==> config.mk <==
export PLATFORM = sky130hd
export DESIGN_NAME = ro_bus_capture_flat
export DESIGN_NICKNAME = d
export VERILOG_FILES = /design/src/rtl/ro_bus_capture_pkg.sv /design/src/rtl/ro_bus_capture_if.sv /design/src/rtl/ro_bus_capture_evt_fifo.sv /design/src/rtl/ro_bus_capture.sv /design/src/flat_wrapper.sv
export SDC_FILE = /design/constraint.sdc
export NUM_CORES = 1
export LEC_CHECK = 0
export CAP_MARGIN = 25
export CELL_PAD_IN_SITES_DETAIL_PLACEMENT = 0
export CELL_PAD_IN_SITES_GLOBAL_PLACEMENT = 1
export CORE_MARGIN = 3
export CORE_UTILIZATION = 30
export CTS_BUF_LIST = sky130_fd_sc_hd__clkbuf_4 sky130_fd_sc_hd__clkbuf_8
export DETAILED_ROUTE_END_ITERATION = 16
export PLACE_DENSITY = 0.58
export SLEW_MARGIN = 20
export SYNTH_ARGS = -nofsm -noshare
export SYNTH_HDL_FRONTEND = slang
export SYNTH_HIERARCHICAL = 1
export SYNTH_SLANG_ARGS = --single-unit
==> constraint.sdc <==
create_clock -name clk_master -period 4.3 [get_ports clk_master]
set_input_delay 0.86 -clock clk_master [delete_from_list [all_inputs] [get_ports clk_master]]
set_output_delay 0.86 -clock clk_master [all_outputs]
set_load 0.02 [all_outputs]
==> src/rtl/ro_bus_capture_pkg.sv <==
// ---------------------------------------------------------------------------
// ro_pkg
// Shared definitions for the readout bus capture slice.
//   N_CH_DEF  : default number of cores / slot counter width
//   CH_W_DEF  : default core index width
//   ro_evt_t  : packed event record {ts, ch, pol} at the default widths
//   ro_ctz    : trailing-zero count used to decode the bus owner from the
//               binary slot count (the toggling gray bit is bit ctz(count))
// ---------------------------------------------------------------------------
package ro_pkg;

  localparam int N_CH_DEF = 19;
  localparam int CH_W_DEF = 5;

  typedef struct packed {
    logic [N_CH_DEF-1:0] ts;
    logic [CH_W_DEF-1:0] ch;
    logic                pol;
  } ro_evt_t;

  // Scanning from the top down leaves the index of the lowest set bit.
  // A zero input returns 0; callers treat count 0 as an idle slot anyway.
  function automatic logic [5:0] ro_ctz(input logic [31:0] v);
    logic [5:0] r;
    r = 6'd0;
    for (int i = 31; i >= 0; i--) begin
      if (v[i]) r = 6'(i);
    end
    return r;
  endfunction

endpackage

==> src/rtl/ro_bus_capture_if.sv <==
// ---------------------------------------------------------------------------
// ro_bus_capture_if
// Valid/ready record stream from the capture block to the off-chip link.
//   out_valid : head record present
//   out_ready : consumer accepts the head record
//   out_ts    : slot count at capture
//   out_ch    : owning core index
//   out_pol   : sampled polarity
// master modport = capture block, slave modport = link / consumer.
// ---------------------------------------------------------------------------
interface ro_bus_capture_if #(
  parameter int N_CH = ro_pkg::N_CH_DEF,
  parameter int CH_W = ro_pkg::CH_W_DEF
);

  logic            out_valid;
  logic            out_ready;
  logic [N_CH-1:0] out_ts;
  logic [CH_W-1:0] out_ch;
  logic            out_pol;

  modport master (
    output out_valid,
    output out_ts,
    output out_ch,
    output out_pol,
    input  out_ready
  );

  modport slave (
    input  out_valid,
    input  out_ts,
    input  out_ch,
    input  out_pol,
    output out_ready
  );

endinterface

==> src/rtl/ro_bus_capture_evt_fifo.sv <==
// ---------------------------------------------------------------------------
// ro_evt_fifo
// Synchronous show-ahead FIFO holding captured event records.
//   clk_master, rstb : clock, asynchronous active-low reset
//   push, push_data  : write request and record
//   full             : no free entry
//   pop              : consumer takes the head this cycle
//   valid, head      : head record present / head record (zero when empty)
// A push while full is accepted only if a pop frees the head slot in the
// same cycle; the write then lands in the slot being vacated.
// ---------------------------------------------------------------------------
module ro_evt_fifo
  import ro_pkg::*;
#(
  parameter int  DEPTH = 4,
  parameter type evt_t = ro_evt_t
) (
  input  logic clk_master,
  input  logic rstb,
  input  logic push,
  input  evt_t push_data,
  output logic full,
  input  logic pop,
  output logic valid,
  output evt_t head
);

  localparam int AW = $clog2(DEPTH);

  // One extra pointer bit distinguishes full from empty.
  logic [AW:0] wr_ptr_q, wr_ptr_d;
  logic [AW:0] rd_ptr_q, rd_ptr_d;
  evt_t        mem_q [DEPTH];
  logic        empty;
  logic        wr_en;
  logic        rd_en;

  always_comb begin
    empty    = (wr_ptr_q == rd_ptr_q);
    full     = (wr_ptr_q[AW] != rd_ptr_q[AW]) &&
               (wr_ptr_q[AW-1:0] == rd_ptr_q[AW-1:0]);
    valid    = !empty;
    rd_en    = pop && !empty;
    wr_en    = push && (!full || rd_en);
    wr_ptr_d = wr_ptr_q;
    rd_ptr_d = rd_ptr_q;
    if (wr_en) wr_ptr_d = wr_ptr_q + 1'b1;
    if (rd_en) rd_ptr_d = rd_ptr_q + 1'b1;
    // Outputs read as zero when empty so reset shows an all-zero record.
    head = valid ? mem_q[rd_ptr_q[AW-1:0]] : '0;
  end

  always_ff @(posedge clk_master or negedge rstb) begin
    if (!rstb) begin
      wr_ptr_q <= '0;
      rd_ptr_q <= '0;
    end else begin
      wr_ptr_q <= wr_ptr_d;
      rd_ptr_q <= rd_ptr_d;
    end
  end

  // Storage needs no reset: entries are only visible behind valid.
  always_ff @(posedge clk_master) begin
    if (wr_en) mem_q[wr_ptr_q[AW-1:0]] <= push_data;
  end

endmodule

==> src/rtl/ro_bus_capture.sv <==
// ---------------------------------------------------------------------------
// ro_bus_capture
// Captures events from the shared tri-state readout bus, tags them with the
// owning core and the slot count, and queues them for the off-chip link.
//   clk_master  : master clock shared with the gray counter and readout cells
//   rstb        : asynchronous active-low reset
//   bus_eve     : shared event line
//   bus_pol_eve : shared polarity line
//   en          : capture enable (low discards samples)
//   ovf_clr     : synchronous clear of ovf
//   ovf         : sticky, set when a record was dropped on a full FIFO
//   out_if      : valid/ready record stream (master side)
// ---------------------------------------------------------------------------
module ro_bus_capture
  import ro_pkg::*;
#(
  parameter int N_CH  = N_CH_DEF,
  parameter int DEPTH = 4,
  parameter int CH_W  = CH_W_DEF
) (
  input  logic                 clk_master,
  input  logic                 rstb,
  input  logic                 bus_eve,
  input  logic                 bus_pol_eve,
  input  logic                 en,
  input  logic                 ovf_clr,
  output logic                 ovf,
  ro_bus_capture_if.master     out_if
);

  typedef struct packed {
    logic [N_CH-1:0] ts;
    logic [CH_W-1:0] ch;
    logic            pol;
  } evt_t;

  logic [N_CH-1:0] cnt_q, cnt_d;
  logic [CH_W-1:0] slot_ch;
  logic            smp_eve_q, smp_eve_d;
  logic            smp_pol_q, smp_pol_d;
  logic [N_CH-1:0] smp_cnt_q, smp_cnt_d;
  logic [CH_W-1:0] smp_ch_q, smp_ch_d;
  logic            ovf_q, ovf_d;
  logic            push;
  logic            drop;
  logic            fifo_full;
  logic            fifo_pop;
  logic            fifo_valid;
  evt_t            rec;
  evt_t            head;

  // The slot counter mirrors the gray counter, so the owning core of the
  // current high phase is the bit that toggled into this count.
  // Bus lines are compared against a hard 1 so float/X reads as no event.
  always_comb begin
    cnt_d     = cnt_q + 1'b1;
    slot_ch   = CH_W'(ro_ctz(32'(cnt_q)));
    smp_eve_d = (bus_eve === 1'b1);
    smp_pol_d = (bus_pol_eve === 1'b1);
    smp_cnt_d = cnt_q;
    smp_ch_d  = slot_ch;
  end

  // Push the record sampled at the previous falling edge; count 0 is the
  // idle slot with no owner. A full FIFO drops unless it pops this cycle,
  // and a drop overrides a simultaneous clear.
  always_comb begin
    push     = smp_eve_q && en && (smp_cnt_q != '0);
    fifo_pop = fifo_valid && out_if.out_ready;
    drop     = push && fifo_full && !fifo_pop;
    rec      = '{ts: smp_cnt_q, ch: smp_ch_q, pol: smp_pol_q};
    ovf_d    = ovf_q;
    if (ovf_clr) ovf_d = 1'b0;
    if (drop)    ovf_d = 1'b1;
  end

  always_ff @(posedge clk_master or negedge rstb) begin
    if (!rstb) begin
      cnt_q <= '0;
      ovf_q <= 1'b0;
    end else begin
      cnt_q <= cnt_d;
      ovf_q <= ovf_d;
    end
  end

  // The bus is only driven during the high phase, so it is sampled at the
  // end of that phase on the falling edge.
  always_ff @(negedge clk_master or negedge rstb) begin
    if (!rstb) begin
      smp_eve_q <= 1'b0;
      smp_pol_q <= 1'b0;
      smp_cnt_q <= '0;
      smp_ch_q  <= '0;
    end else begin
      smp_eve_q <= smp_eve_d;
      smp_pol_q <= smp_pol_d;
      smp_cnt_q <= smp_cnt_d;
      smp_ch_q  <= smp_ch_d;
    end
  end

  ro_evt_fifo #(
    .DEPTH (DEPTH),
    .evt_t (evt_t)
  ) u_fifo (
    .clk_master (clk_master),
    .rstb       (rstb),
    .push       (push),
    .push_data  (rec),
    .full       (fifo_full),
    .pop        (fifo_pop),
    .valid      (fifo_valid),
    .head       (head)
  );

  assign out_if.out_valid = fifo_valid;
  assign out_if.out_ts    = head.ts;
  assign out_if.out_ch    = head.ch;
  assign out_if.out_pol   = head.pol;
  assign ovf              = ovf_q;

endmodule

==> src/flat_wrapper.sv <==
// flat-port wrapper written by rule: the top's interface ports become plain ports
module ro_bus_capture_flat import ro_pkg::*;
#(
  parameter int N_CH  = N_CH_DEF,
  parameter int DEPTH = 4,
  parameter int CH_W  = CH_W_DEF
)
  (clk_master, rstb, bus_eve, bus_pol_eve, en, ovf_clr, ovf, out_if_out_valid, out_if_out_ts, out_if_out_ch, out_if_out_pol, out_if_out_ready);
  ro_bus_capture_if #(.N_CH(N_CH), .CH_W(CH_W)) out_if_i ();
  input  logic clk_master;
  input  logic rstb;
  input  logic bus_eve;
  input  logic bus_pol_eve;
  input  logic en;
  input  logic ovf_clr;
  output logic ovf;
  output wire logic [$bits(out_if_i.out_valid)-1:0] out_if_out_valid;
  output wire logic [$bits(out_if_i.out_ts)-1:0] out_if_out_ts;
  output wire logic [$bits(out_if_i.out_ch)-1:0] out_if_out_ch;
  output wire logic [$bits(out_if_i.out_pol)-1:0] out_if_out_pol;
  input wire logic [$bits(out_if_i.out_ready)-1:0] out_if_out_ready;
  assign out_if_out_valid = out_if_i.out_valid;
  assign out_if_out_ts = out_if_i.out_ts;
  assign out_if_out_ch = out_if_i.out_ch;
  assign out_if_out_pol = out_if_i.out_pol;
  assign out_if_i.out_ready = out_if_out_ready;
  ro_bus_capture #(.N_CH(N_CH), .DEPTH(DEPTH), .CH_W(CH_W)) u_core (.clk_master(clk_master), .rstb(rstb), .bus_eve(bus_eve), .bus_pol_eve(bus_pol_eve), .en(en), .ovf_clr(ovf_clr), .ovf(ovf), .out_if(out_if_i));
endmodule
### After elaboration in Yosys (flattened, before gate mapping)

Memory sizes are Yosys's and may differ from the RTL's.
Index checks and enable logic that the tools add are counted.

* flip-flop bits (word level): 52
* bits in writable memories: 100
* output and inout bits: 27
* logic and storage cells: 55
* memories: 1

* $add $sub $neg: 3
* eq/ne operators: 5
* muxes and demuxes: 24
* reduce and logical (&&, ||, !) cells: 14

Memory list
* u_core.u_fifo.mem_q: depth 4, bits a word 25, rd ports 1, clocked after memory_dff 0, wr ports 1, line ro_bus_capture_evt_fifo.sv:33 `evt_t mem_q [DEPTH];`

Operators by type and width (count)
* 5-bit 2-to-1 mux: 19
* 25-bit 2-to-1 mux: 1
* 19-bit by 1-bit adder with 19-bit output (second input constant): 1
* 19-bit nonzero test: 1
* 1-bit logical AND: 8
* 3-bit by 1-bit adder with 3-bit output (second input constant): 2
* 1-bit 2-to-1 mux: 4
* 3-bit equality test: 1
* 1-bit zero test: 3
* 2-bit equality test: 1
* 1-bit case equality test (second input constant): 2
* 2-bit nonzero test: 1
* 1-bit logical OR: 1
* 1-bit inequality test: 1

### Depth between registers and ports, before layout

Gate-level depths: netlist of the first run.

* word-level depth: 19
* mapped depth: 8

### Cells and area by module

Netlist of the first run, hierarchy kept.

By module, submodules not included
* ro_evt_fifo: instances 1, cells an instance 194, area an instance 4219.0 µm²
* ro_bus_capture: instances 1, cells an instance 142, area an instance 1746.7 µm²

==> impl_metrics.csv, run 1 <==
group,metric,value,unit
placement,gp_congestion,0.737,
setup_path,crit_required,4490,ps
floorplan,ios,34,
final_layout,mostFrequentLayoutCells,"edfxtp_1, clkdlybuf4s50_1, nor2b_1, dfrtn_1",
routing,drt_iter0_drc,202,
timing,finClkSkew,52.2,ps
floorplan,coreArea,19100,sq um
power_and_ir_drop,power_density,631,nW/um^2
setup_path,end_kind,"register",
grt,grt_antenna_before_repair,0,
cts,path_clk_slew,70,ps
placement,post_dp_cell_area,6770,sq um
setup_path,cp-start-kind,"register",
routing,wl,11100,um
cts,clock_sinks,152,
cts,clock_latency,440,ps
cts,post-cts-setup-buffers,0,
cts,cts_buffers,17,
yosys,synth_async_sr_flop_share,34.2,%
timing,worst_pin_slew,638,ps
cts,clock-root-buffer,"clkbuf_8",
min_path,hold_path.class,"in -> async",
cts,cts_max_path_buffers,2,
timing,relSlewSlack,57.4,%
final_layout,num-nets-final,412,
cts,holdBufCountCts,0,
timing,finalSetupViolCount,0,
run,cap_violations,0,
yosys,syn-num-nets,349,
floorplan,start_util,31.2,%
setup_path,worst-setup-path-type,"reg -> reg",
yosys,synth-seq-cells,152,
timing,rsz0062_at_grt,"false",
floorplan,die_area,21600,sq um
floorplan,fp.dieW,147,um
yosys,synthFlopType,"edfxtp_1",
routing,postRouteAntennaNets,0,
floorplan,fp-row-count,50,
routing,drc,0,
placement,dp_slack,-42.3,ps
yosys,synthCells,336,
routing,vias,3033,
grt,grt_pass1_vias,3217,
yosys,yosysSeqAreaShare,72.1,%
yosys,yosysUniqueCellTypes,41,
final_layout,area_growth,19.7,%
grt,grt_usage,11.1,%
yosys,synth_area_per_cell,17.8,sq um
grt,grt_max_degree,30,
yosys,synth_top_area_cell,"edfxtp_1",
placement,hpwl,7220,um
final_layout,final_common_cell,"edfxtp_1",
yosys,synth_edf_count,100,
cts,cts_tree,"yes",
floorplan,die_h,147,um
placement,numPortBuffers,33,
yosys,syn_area,5970,sq um
yosys,yosysTopAreaCellShare,50.3,%
power_and_ir_drop,ir_drop,191,uV
routing,routed_via_density,4.51,
timing,fin_ws,179,ps
grt,grt.overflow.total,0,
outcome,status,"completed",
routing,drtPass1Iterations,6,
routing,post_drt_wl_per_cell,16.5,um
grt,grt_pass1_wl,18400,um
final_layout,final_cell_area,7140,sq um
setup_path,cp.arrival,4310,ps
grt,use_met3,3.08,%
setup_path,cp_max_fo,25,
yosys,yosys_warnings,6,
grt,grtUsageMet1,15.2,%
grt,met2_usage,16.9,%
final_layout,diodes,0,
timing,final_hold_viol_count,0,
timing,slew_viol_final,0,
cts,htreeDepth,4,
cts,cts_resized,1,
yosys,synth_area_leaders,"edfxtp_1, dfrtn_1, dfrtp_1",
grt,grt.busiest_layer,"met2",
power_and_ir_drop,p_leak,2.54,nW
final_layout,drive_gt1_share,22.8,%
## where the power goes
part           total, mW  internal, mW  switching [mW]  leakage (nW)
Clock              0.975         0.472           0.503         0.175
Combinational       1.71         0.851           0.859         0.803
Sequential          1.82          1.70           0.117          1.56
## routing by layer
metal	up-vias	wire length (um)	share of wire, %
met3	12	322	2.9
met2	43	5220	47
met4	0	174	1.6
met5	-	0	0
met1	1577	5360	48
li1	1401	-	-
## cell type report
class                      count  area, sq um
fill                        1813        12000
tap                          260          325
multi-input combinational    161         1550
sequential                   152         4310
clock buffer                  20          256
clock inverter                12          105
inverter                       9         33.8
timing repair buffer          58          563
## logic make-up after synthesis
group | count (synthesis) | synth area share [%]
DFF | 152 | 72.1
and+or+nand+nor | 86 | 8.45
buffers and inverters | 23 | 2.01
muxes | 27 | 9.82
adders and majority gates | 6 | 1.26
AOI/OAI and AO/OA | 17 | 2.20
xor gates and xnor gates | 25 | 4.11
## worst max-delay path, stage by stage (launching register included)
cell	delay [ps]
dfrtn_1	360
nor4_2	300
nand4_1	180
nor4_2	220
nor2_1	110
and2_1	170
o41ai_1	80
inv_1	140
buf_12	190
## sequential cells by signal, indices dropped and copies added (netlist names)
name                    cells
u_core/cnt_q               19
u_core/u_fifo/mem_q       100
u_core/smp_eve_q            1
u_core/smp_cnt_q           19
u_core/u_fifo/wr_ptr_q      3
u_core/u_fifo/rd_ptr_q      3
u_core/ovf                  1
u_core/smp_ch_q             5
u_core/smp_pol_q            1
## stage by stage
step / utilization, % / TNS, ps / std cells / hold slack, ps / power (mW)
after floorplan: - / 0 / 336 / 478 / 2.89
after global placement: 35.4 / -93.3 / 640 / 525 / 3.60
after detailed placement: 35.4 / -951 / 640 / 523 / 3.60
after CTS: 37.3 / 0 / 672 / 432 / 4.60
after global routing: 37.3 / 0 / 672 / 465 / 4.77
final: 37.3 / 0 / 672 / 440 / 4.50
## synth_stat cells (2+ instances only)
library cell  number
edfxtp_1         100
dfrtn_1           26
dfrtp_1           26
nor2b_1           26
mux4_2            25
xnor2_1           21
inv_1              9
nor2_1             9
nor4_1             9
nand2_1            8
nand3_1            8
and3_1             6
buf_4              6
ha_1               6
nand4_1            5
nor3_1             5
clkbuf_1           4
a21oi_1            3
and4_1             3
buf_2              3
o21ai_0            3
and2_1             2
mux2_2             2
o311ai_0           2
o41ai_1            2
xor2_1             2
## final timing paths
path / cells past startpoint / endpoint / slack [ps] / startpoint
min in group clk_master: 2 / u_core/ovf$_DFFE_PN0P_ / 530 / u_core/ovf$_DFFE_PN0P_
worst max-delay path: 8 / u_core/u_fifo/mem_q[3][5]$_DFFE_PP_ / 180 / u_core/smp_cnt_q[1]$_DFF_NN0_
worst max register to register: 8 / u_core/u_fifo/mem_q[3][5]$_DFFE_PP_ / 180 / u_core/smp_cnt_q[1]$_DFF_NN0_
worst min register to register: 2 / u_core/ovf$_DFFE_PN0P_ / 530 / u_core/ovf$_DFFE_PN0P_
worst min-delay path: 1 / u_core/ovf$_DFFE_PN0P_ / 440 / rstb
max in group asynchronous: 1 / u_core/smp_cnt_q[5]$_DFF_NN0_ / 1330 / rstb
No activity file was read; power rests on OpenSTA's default activity.
==> inputs of run 2 (changes only) <==
- CAP_MARGIN: 25 -> 15
==> results of run 2 <==
Same layout as run 1: the final DEF is identical, and so are final timing and power.
==> inputs of run 3 (changes only) <==
- CAP_MARGIN: 15 -> unset
==> results of run 3 <==
Same layout as run 1: the final DEF is identical, and so are final timing and power.
